$ cat src/rtl/pipeline_debug_ctrl.sv
// Debug sequencing controller for the MIPS pipeline: program load,
// run/step control and an ordered PC/register/memory dump stream.
module pipeline_debug_ctrl #(
    parameter int INST_SZ        = 32,
    parameter int PC_SZ          = 32,
    parameter int REG_SZ         = 5,
    parameter int MEM_SZ         = 10,
    parameter int NUM_REGS       = 32,
    parameter int MEM_DUMP_DEPTH = 32,
    parameter int RD_LAT         = 1,
    parameter int MAX_RUN_CYCLES = 1024
) (
    input  logic               i_clk,
    input  logic               i_reset,
    input  logic [1:0]         i_cmd,
    input  logic [INST_SZ-1:0] i_cmd_data,
    input  logic               i_cmd_valid,
    output logic               o_cmd_ready,
    output logic               o_write,
    output logic [INST_SZ-1:0] o_instruction,
    output logic               o_enable,
    output logic [MEM_SZ-1:0]  o_debug_addr,
    input  logic [PC_SZ-1:0]   i_pc,
    input  logic [INST_SZ-1:0] i_reg_data,
    input  logic [INST_SZ-1:0] i_mem_data,
    input  logic               i_halt,
    output logic [INST_SZ-1:0] o_tx_data,
    output logic               o_tx_valid,
    output logic               o_tx_last,
    input  logic               i_tx_ready,
    output logic               o_done,
    output logic               o_timeout,
    output logic [MEM_SZ:0]    o_load_count
);

    typedef enum logic [2:0] {
        S_IDLE,
        S_LOAD,
        S_RUN,
        S_STEP,
        S_DUMP_PC,
        S_DUMP_REG,
        S_DUMP_MEM,
        S_DUMP_WAIT
    } state_e;

    localparam logic [1:0] CMD_LOAD = 2'b00;
    localparam logic [1:0] CMD_RUN  = 2'b01;
    localparam logic [1:0] CMD_STEP = 2'b10;
    localparam logic [1:0] CMD_DUMP = 2'b11;

    localparam logic [MEM_SZ:0]   LOAD_SAT  = {1'b1, {MEM_SZ{1'b0}}};
    localparam logic [MEM_SZ-1:0] REG_LAST  = MEM_SZ'(NUM_REGS - 1);
    localparam logic [MEM_SZ-1:0] MEM_LAST  = MEM_SZ'(MEM_DUMP_DEPTH - 1);
    localparam logic [MEM_SZ-1:0] REG_MASK  = MEM_SZ'((1 << REG_SZ) - 1);
    localparam logic [31:0]       RUN_MAX   = 32'(MAX_RUN_CYCLES);
    localparam logic [1:0]        WAIT_INIT =
        (RD_LAT > 0) ? 2'(RD_LAT - 1) : 2'd0;
    localparam bit                HAS_REGS  = (NUM_REGS > 0);
    localparam bit                HAS_MEM   = (MEM_DUMP_DEPTH > 0);

    state_e               state_q,    state_d;
    logic [INST_SZ-1:0]   instr_q,    instr_d;
    logic [MEM_SZ:0]      load_cnt_q, load_cnt_d;
    logic [31:0]          run_cnt_q,  run_cnt_d;
    logic                 timeout_q,  timeout_d;
    logic                 done_q,     done_d;
    logic [MEM_SZ-1:0]    addr_q,     addr_d;
    logic                 mem_sel_q,  mem_sel_d;
    logic [1:0]           wait_q,     wait_d;
    logic [INST_SZ-1:0]   tx_data_q,  tx_data_d;
    logic                 tx_valid_q, tx_valid_d;
    logic                 tx_last_q,  tx_last_d;

    logic                 nxt_word;
    logic                 nxt_mem;
    logic [MEM_SZ-1:0]    nxt_addr;
    logic                 fin;
    logic [INST_SZ-1:0]   pc_ext;

    always_comb begin
        pc_ext = '0;
        pc_ext[PC_SZ-1:0] = i_pc;
    end

    always_ff @(posedge i_clk or posedge i_reset) begin
        if (i_reset) begin
            state_q    <= S_IDLE;
            instr_q    <= '0;
            load_cnt_q <= '0;
            run_cnt_q  <= '0;
            timeout_q  <= 1'b0;
            done_q     <= 1'b0;
            addr_q     <= '0;
            mem_sel_q  <= 1'b0;
            wait_q     <= '0;
            tx_data_q  <= '0;
            tx_valid_q <= 1'b0;
            tx_last_q  <= 1'b0;
        end else begin
            state_q    <= state_d;
            instr_q    <= instr_d;
            load_cnt_q <= load_cnt_d;
            run_cnt_q  <= run_cnt_d;
            timeout_q  <= timeout_d;
            done_q     <= done_d;
            addr_q     <= addr_d;
            mem_sel_q  <= mem_sel_d;
            wait_q     <= wait_d;
            tx_data_q  <= tx_data_d;
            tx_valid_q <= tx_valid_d;
            tx_last_q  <= tx_last_d;
        end
    end

    always_comb begin
        state_d    = state_q;
        instr_d    = instr_q;
        load_cnt_d = load_cnt_q;
        run_cnt_d  = run_cnt_q;
        timeout_d  = timeout_q;
        done_d     = 1'b0;
        addr_d     = addr_q;
        mem_sel_d  = mem_sel_q;
        wait_d     = wait_q;
        tx_data_d  = tx_data_q;
        tx_valid_d = tx_valid_q;
        tx_last_d  = tx_last_q;
        nxt_word   = 1'b0;
        nxt_mem    = 1'b0;
        nxt_addr   = '0;
        fin        = 1'b0;

        unique case (state_q)
            S_IDLE: begin
                if (i_cmd_valid) begin
                    timeout_d = 1'b0;
                    case (i_cmd)
                        CMD_LOAD: begin
                            state_d = S_LOAD;
                            instr_d = i_cmd_data;
                        end
                        CMD_RUN: begin
                            state_d   = S_RUN;
                            run_cnt_d = '0;
                        end
                        CMD_STEP: state_d = S_STEP;
                        CMD_DUMP: begin
                            state_d = S_DUMP_PC;
                            addr_d  = '0;
                        end
                        default: state_d = S_IDLE;
                    endcase
                end
            end
            S_LOAD: begin
                state_d = S_IDLE;
                if (load_cnt_q != LOAD_SAT) begin
                    load_cnt_d = load_cnt_q + 1'b1;
                end
            end
            S_RUN: begin
                run_cnt_d = run_cnt_q + 32'd1;
                // Halt is checked first so it wins over a coincident budget hit.
                if (i_halt) begin
                    state_d = S_IDLE;
                    done_d  = 1'b1;
                end else if (RUN_MAX != '0 && run_cnt_d == RUN_MAX) begin
                    state_d   = S_IDLE;
                    done_d    = 1'b1;
                    timeout_d = 1'b1;
                end
            end
            S_STEP: begin
                state_d = S_IDLE;
                done_d  = 1'b1;
            end
            S_DUMP_PC: begin
                if (!tx_valid_q) begin
                    tx_data_d  = pc_ext;
                    tx_valid_d = 1'b1;
                    tx_last_d  = !HAS_REGS && !HAS_MEM;
                end else if (i_tx_ready) begin
                    tx_valid_d = 1'b0;
                    if (tx_last_q) begin
                        fin = 1'b1;
                    end else begin
                        nxt_word = 1'b1;
                        nxt_mem  = !HAS_REGS;
                    end
                end
            end
            S_DUMP_REG: begin
                if (!tx_valid_q) begin
                    tx_data_d  = i_reg_data;
                    tx_valid_d = 1'b1;
                    tx_last_d  = (addr_q == REG_LAST) && !HAS_MEM;
                end else if (i_tx_ready) begin
                    tx_valid_d = 1'b0;
                    if (tx_last_q) begin
                        fin = 1'b1;
                    end else if (addr_q == REG_LAST) begin
                        nxt_word = 1'b1;
                        nxt_mem  = 1'b1;
                    end else begin
                        nxt_word = 1'b1;
                        nxt_addr = (addr_q + 1'b1) & REG_MASK;
                    end
                end
            end
            S_DUMP_MEM: begin
                if (!tx_valid_q) begin
                    tx_data_d  = i_mem_data;
                    tx_valid_d = 1'b1;
                    tx_last_d  = (addr_q == MEM_LAST);
                end else if (i_tx_ready) begin
                    tx_valid_d = 1'b0;
                    if (tx_last_q) begin
                        fin = 1'b1;
                    end else begin
                        nxt_word = 1'b1;
                        nxt_mem  = 1'b1;
                        nxt_addr = addr_q + 1'b1;
                    end
                end
            end
            S_DUMP_WAIT: begin
                if (wait_q == '0) begin
                    state_d = mem_sel_q ? S_DUMP_MEM : S_DUMP_REG;
                end else begin
                    wait_d = wait_q - 2'd1;
                end
            end
        endcase

        // New address goes out now; capture follows after RD_LAT cycles.
        if (nxt_word) begin
            addr_d    = nxt_addr;
            mem_sel_d = nxt_mem;
            if (RD_LAT == 0) begin
                state_d = nxt_mem ? S_DUMP_MEM : S_DUMP_REG;
            end else begin
                state_d = S_DUMP_WAIT;
                wait_d  = WAIT_INIT;
            end
        end

        if (fin) begin
            state_d   = S_IDLE;
            done_d    = 1'b1;
            addr_d    = '0;
            mem_sel_d = 1'b0;
            tx_last_d = 1'b0;
        end
    end

    assign o_cmd_ready   = (state_q == S_IDLE);
    assign o_write       = (state_q == S_LOAD);
    assign o_enable      = (state_q == S_RUN) || (state_q == S_STEP);
    assign o_instruction = instr_q;
    assign o_debug_addr  = addr_q;
    assign o_tx_data     = tx_data_q;
    assign o_tx_valid    = tx_valid_q;
    assign o_tx_last     = tx_last_q;
    assign o_done        = done_q;
    assign o_timeout     = timeout_q;
    assign o_load_count  = load_cnt_q;

endmodule

$ cat config.mk
export PLATFORM = sky130hd
export DESIGN_NAME = pipeline_debug_ctrl
export DESIGN_NICKNAME = d
export VERILOG_FILES = /design/src/rtl/pipeline_debug_ctrl.sv
export SDC_FILE = /design/constraint.sdc
export NUM_CORES = 1
export LEC_CHECK = 0
export ABC_AREA = 1
export CAP_MARGIN = 5
export CORE_MARGIN = 4
export CORE_UTILIZATION = 25
export CTS_CLUSTER_SIZE = 8
export DETAILED_ROUTE_END_ITERATION = 16
export GPL_TIMING_DRIVEN = 1
export SLEW_MARGIN = 25
export SYNTH_ARGS = -nofsm -noshare
export SYNTH_HDL_FRONTEND = slang
export SYNTH_SLANG_ARGS = --single-unit
$ cat constraint.sdc
create_clock -name i_clk -period 8.97 [get_ports i_clk]
set_clock_uncertainty 0.1 [all_clocks]
set_input_delay 1.794 -clock i_clk [delete_from_list [all_inputs] [get_ports i_clk]]
set_output_delay 1.794 -clock i_clk [all_outputs]
set_load 0.05 [all_outputs]
==> metrics.log <==
[metrics] status: completed
[metrics] Final HPWL DP: 17.6 mm
[metrics] Bufs on Longest Clock Path: 2
[metrics] sequential area share after synthesis: 45.6%
[metrics] placer's final routability congestion estimate: about 0.84
[metrics] I/O pin count: roughly 230
[metrics] largest fanout on the critical path: 21
[metrics] maxcap violations: 0
[metrics] height of the die: about 180 um
[metrics] f_max: ~200 MHz
[metrics] Layout Nets: ~1300
[metrics] part of the total power dissipated in the clock network: about a fifth
[metrics] cell type with the largest total area after synthesis: dfrtp_1
[metrics] Req. time, crit path: 7.08 ns
[metrics] Worst Reg-to-Reg Cells: 15
[metrics] Final Max Tran Viols: 0
[metrics] wire length of the first global-routing pass: approximately 36 mm
[metrics] number of routed nets with antenna violations: 0
[metrics] share of synthesized registers carrying an async set or reset: 100%
[metrics] Min-Delay Path Depth: 1
[metrics] placeable core region: between 20000 and 30000 sq um
[metrics] clock slew seen by the registers of the worst setup and hold paths: approximately 0.05 ns
[metrics] arrival time at the worst endpoint: around 3 ns
[metrics] part of the total power dissipated in sequential elements: between 20% and 30%
[metrics] average size of a mapped cell: 7.86 sq um
[metrics] cell family with the largest share of critical-path delay: buffers and inverters
[metrics] headroom to the max-slew limit: between 40% and 50%
[metrics] synthesized net count: slightly above 1000
[metrics] synthesized area: between 6000 and 7000 sq um
[metrics] detailed-route DRC error count: 0
[metrics] capture endpoint of the worst hold path: o_tx_data[27]
[metrics] DP Cell Count: about 1500
[metrics] DR WL/cell: 15.1 um
[metrics] number of standard cells in the final layout excluding fillers: between 1000 and 1500
[metrics] number of distinct library cell variants in the gate-level netlist after synthesis: 31
[metrics] clock root buffer: clkbuf_16
[metrics] Buffers & Inverters on Critical Path: 4
[metrics] summed negative setup slack over all endpoints: 0 ns
[metrics] power dissipated by switching net loads: roughly 1.7 mW
[metrics] clock insertion delay at the later pin of the skew report: about 0.4 ns
[metrics] min cycle time layout: approximately 5 ns
[metrics] critical path, cell by cell: inv_1 -> nor3_2 -> buf_4 -> inv_1 -> o21ai_0 -> clkdlybuf4s50_1
[metrics] critical path launch point type: flop
[metrics] width of the die: around 180 um
[metrics] number of core rows: 60
[metrics] First DRT Iteration DRCs: 240
[metrics] # diodes: 0
[metrics] type of the tightest min-delay check: flop to flop
[metrics] fraction of power consumed by combinational cells: roughly 53%
[metrics] DRT Wirelength: around 23 mm
[metrics] port bufs: between 200 and 250
[metrics] cell type of the slowest stage on the worst timing path: clkdlybuf4s50_1
[metrics] post-synthesis cell count: about 890
[metrics] number of buffers created by CTS: 17
[metrics] via count of the first global-routing pass: approximately 6800
[metrics] maximum number of pins on one net before global-route repair: 67
[metrics] Worst R2R Setup Slack: roughly 6.4 ns
[metrics] WS Path Type: flop to primary output
[metrics] Post-CTS Repair Setup Buffers: 0
[metrics] global-route usage over all layers: between 10 and 15%
[metrics] DR pass1 iterations: 5
[metrics] Setup violations, final: 0
[metrics] nature of the critical path endpoint: primary output
[metrics] worst r2r dst: o_timeout
[metrics] Via-to-Cell Ratio: between 4 and 5
[metrics] hold_buf cts: 0
[metrics] remaining global-route overflow: 0
[metrics] Most Frequent Cell on Critical Path: inv_1
[metrics] cell with the most instances after synthesis: nand2_1
[metrics] antenna violations before repair: 0
[metrics] largest cells by area after synthesis: dfrtp_1 46%, nand2_1 13%, inv_1 5.8%
[metrics] sw frac: about half
[metrics] worst hold path startpoint: o_tx_data[27]
[metrics] synthesized flop and latch total: 127
[metrics] Worst-Margin Slew: 0.886 ns
[metrics] Pwr Density: between 300 and 400 nW/um^2
[metrics] internal power: roughly 1.9 mW
[metrics] Post-synth top flop: dfrtp_1
[metrics] setup repair after global routing missed its margin: no
[metrics] TritonCTS clock tree: yes
[metrics] Final Hold Fails: 0
[metrics] vias after detailed routing: between 6000 and 7000
[metrics] highest ir drop seen on vdd: between 200 and 250 uV
[metrics] hold slack: around 0.39 ns
[metrics] number of enable-type register cells in the synthesized netlist: 0
[metrics] r2r startpoint: run_cnt_q[0]
[metrics] fill cell instance count of the final layout: around 2900
[metrics] clock sink count: between 100 and 150
[metrics] share of post-route cells with drive strength above 1: 8.53%
[metrics] Final Cycle Share: around 55%
[metrics] Ys Warns: 0
[metrics] post-CTS sizing: 0
[metrics] initial standard-cell utilization of the core: about 26%
[metrics] reported leakage power: 4.34 nW
[metrics] DIE AREA: between 30000 and 40000 sq um
[metrics] Overall Power: around 3.6 mW
[metrics] layout-stage area growth over the synthesis result: 46.9%
[metrics] CP max stage delay: 0.80 ns
[metrics] fraction of synthesized cell area taken by the top area cell type: 45.6%
[metrics] Commonest cells post-synth: 245 x nand2_1, 127 x dfrtp_1, 108 x inv_1
[metrics] H-Tree Depth: 4
layout by cell type, fill, tap and decap left out, types with 3 or more instances in the layout:
cell / instances
a21oi_1: 40
a32oi_1: 6
buf_4: 7
clkbuf_16: 17
clkdlybuf4s50_1: 226
clkinv_4: 4
dfrtp_1: 127
ha_1: 11
inv_1: 106
inv_6: 4
mux2_2: 32
nand2_1: 244
nand2_2: 5
nand3_1: 61
nand3_2: 3
nand4_1: 12
nor2_1: 81
nor2_2: 7
nor2_4: 5
nor3_1: 8
nor4_1: 3
o21a_1: 25
o21ai_0: 37
o22ai_1: 18
xnor2_1: 4
xor2_1: 14
logic make-up (layout without fill, tap and decap cells):
| kind of cell | after synthesis | count (layout) | share of synthesized area, % |
|---|---|---|---|
| xor gates and xnor gates | 18 | 18 | 2.26 |
| muxes | 32 | 32 | 5.17 |
| buffers and inverters | 135 | 373 | 7.39 |
| DFF | 127 | 127 | 45.6 |
| and+or+nand+nor | 433 | 433 | 26.5 |
| AOI/OAI and AO/OA | 131 | 131 | 11.1 |
| adders and majority gates | 11 | 11 | 1.97 |
worst max path at each step:
stage / startpoint / endpoint / slack [ns] / cells past startpoint
after floorplan: i_reset / mem_sel_q / 3.69 / 1
final: state_q[1] / o_enable / 4.07 / 6
after global routing: state_q[1] / o_enable / 3.90 / 6
after CTS: state_q[1] / o_enable / 4.04 / 6
after detailed placement: state_q[1] / o_enable / 4.50 / 6
after global placement: state_q[1] / o_enable / 4.49 / 6
power by group through the flow:
| stage | clock network (mW) | logic, mW | registers, mW |
|---|---|---|---|
| floorplan | 0 | 0.697 | 1.56 |
| global placement | 0 | 1.93 | 1.01 |
| detailed placement | 0 | 1.94 | 1.02 |
| CTS | 0.692 | 1.94 | 1.01 |
| global route | 0.717 | 2.06 | 1.05 |
| finish | 0.673 | 1.92 | 1.01 |
metrics by stage:
step | setup WS, ns | utilization (%) | cell area [sq um]
4_1_cts | 4.04 | 37.7 | 10200
5_1_grt | 3.90 | 37.7 | 10200
6_report | 4.07 | 37.7 | 10200
3_3_place_gp | 4.49 | 35.6 | 9670
2_1_floorplan | 3.69 | - | 6970
3_5_place_dp | 4.50 | 35.6 | 9670
flip-flops by register name, indices dropped and copies added (netlist names):
register,flops
o_tx_data,32
run_cnt_q,32
o_debug_addr,10
o_instruction,32
mem_sel_q,1
state_q,3
o_tx_valid,1
o_done,1
wait_q,2
o_load_count,11
o_timeout,1
o_tx_last,1
worst reg2reg max path, delay by kind of cell (launching register included):
kind / cells / cell delay, ns
adder cells (fa/ha/maj): 1 / 0.25
flip-flops: 1 / 0.41
AND/OR/NAND/NOR: 13 / 1.60
buffers and inverters: 1 / 0.09
area by class of cell:
cell class | instances | area [sq um] | area share (%)
timing repair buffer | 233 | 2310 | 22.6
tap | 372 | 465 | 4.54
clock buffer | 19 | 443 | 4.32
sequential | 127 | 3180 | 31.0
clock inverter | 13 | 129 | 1.26
inverter | 108 | 408 | 3.98
multi-input combinational | 625 | 3310 | 32.3
routing by layer:
layer  vias up  GRT usage (%)  share of wire [%]
li1       3347              -                  -
met1      3039           17.0                 40
met2       221           25.8                 50
met3        19           5.97                9.2
met4         0           3.73                1.4
met5         -              0                  0
Power figures use the tool's default switching activity.
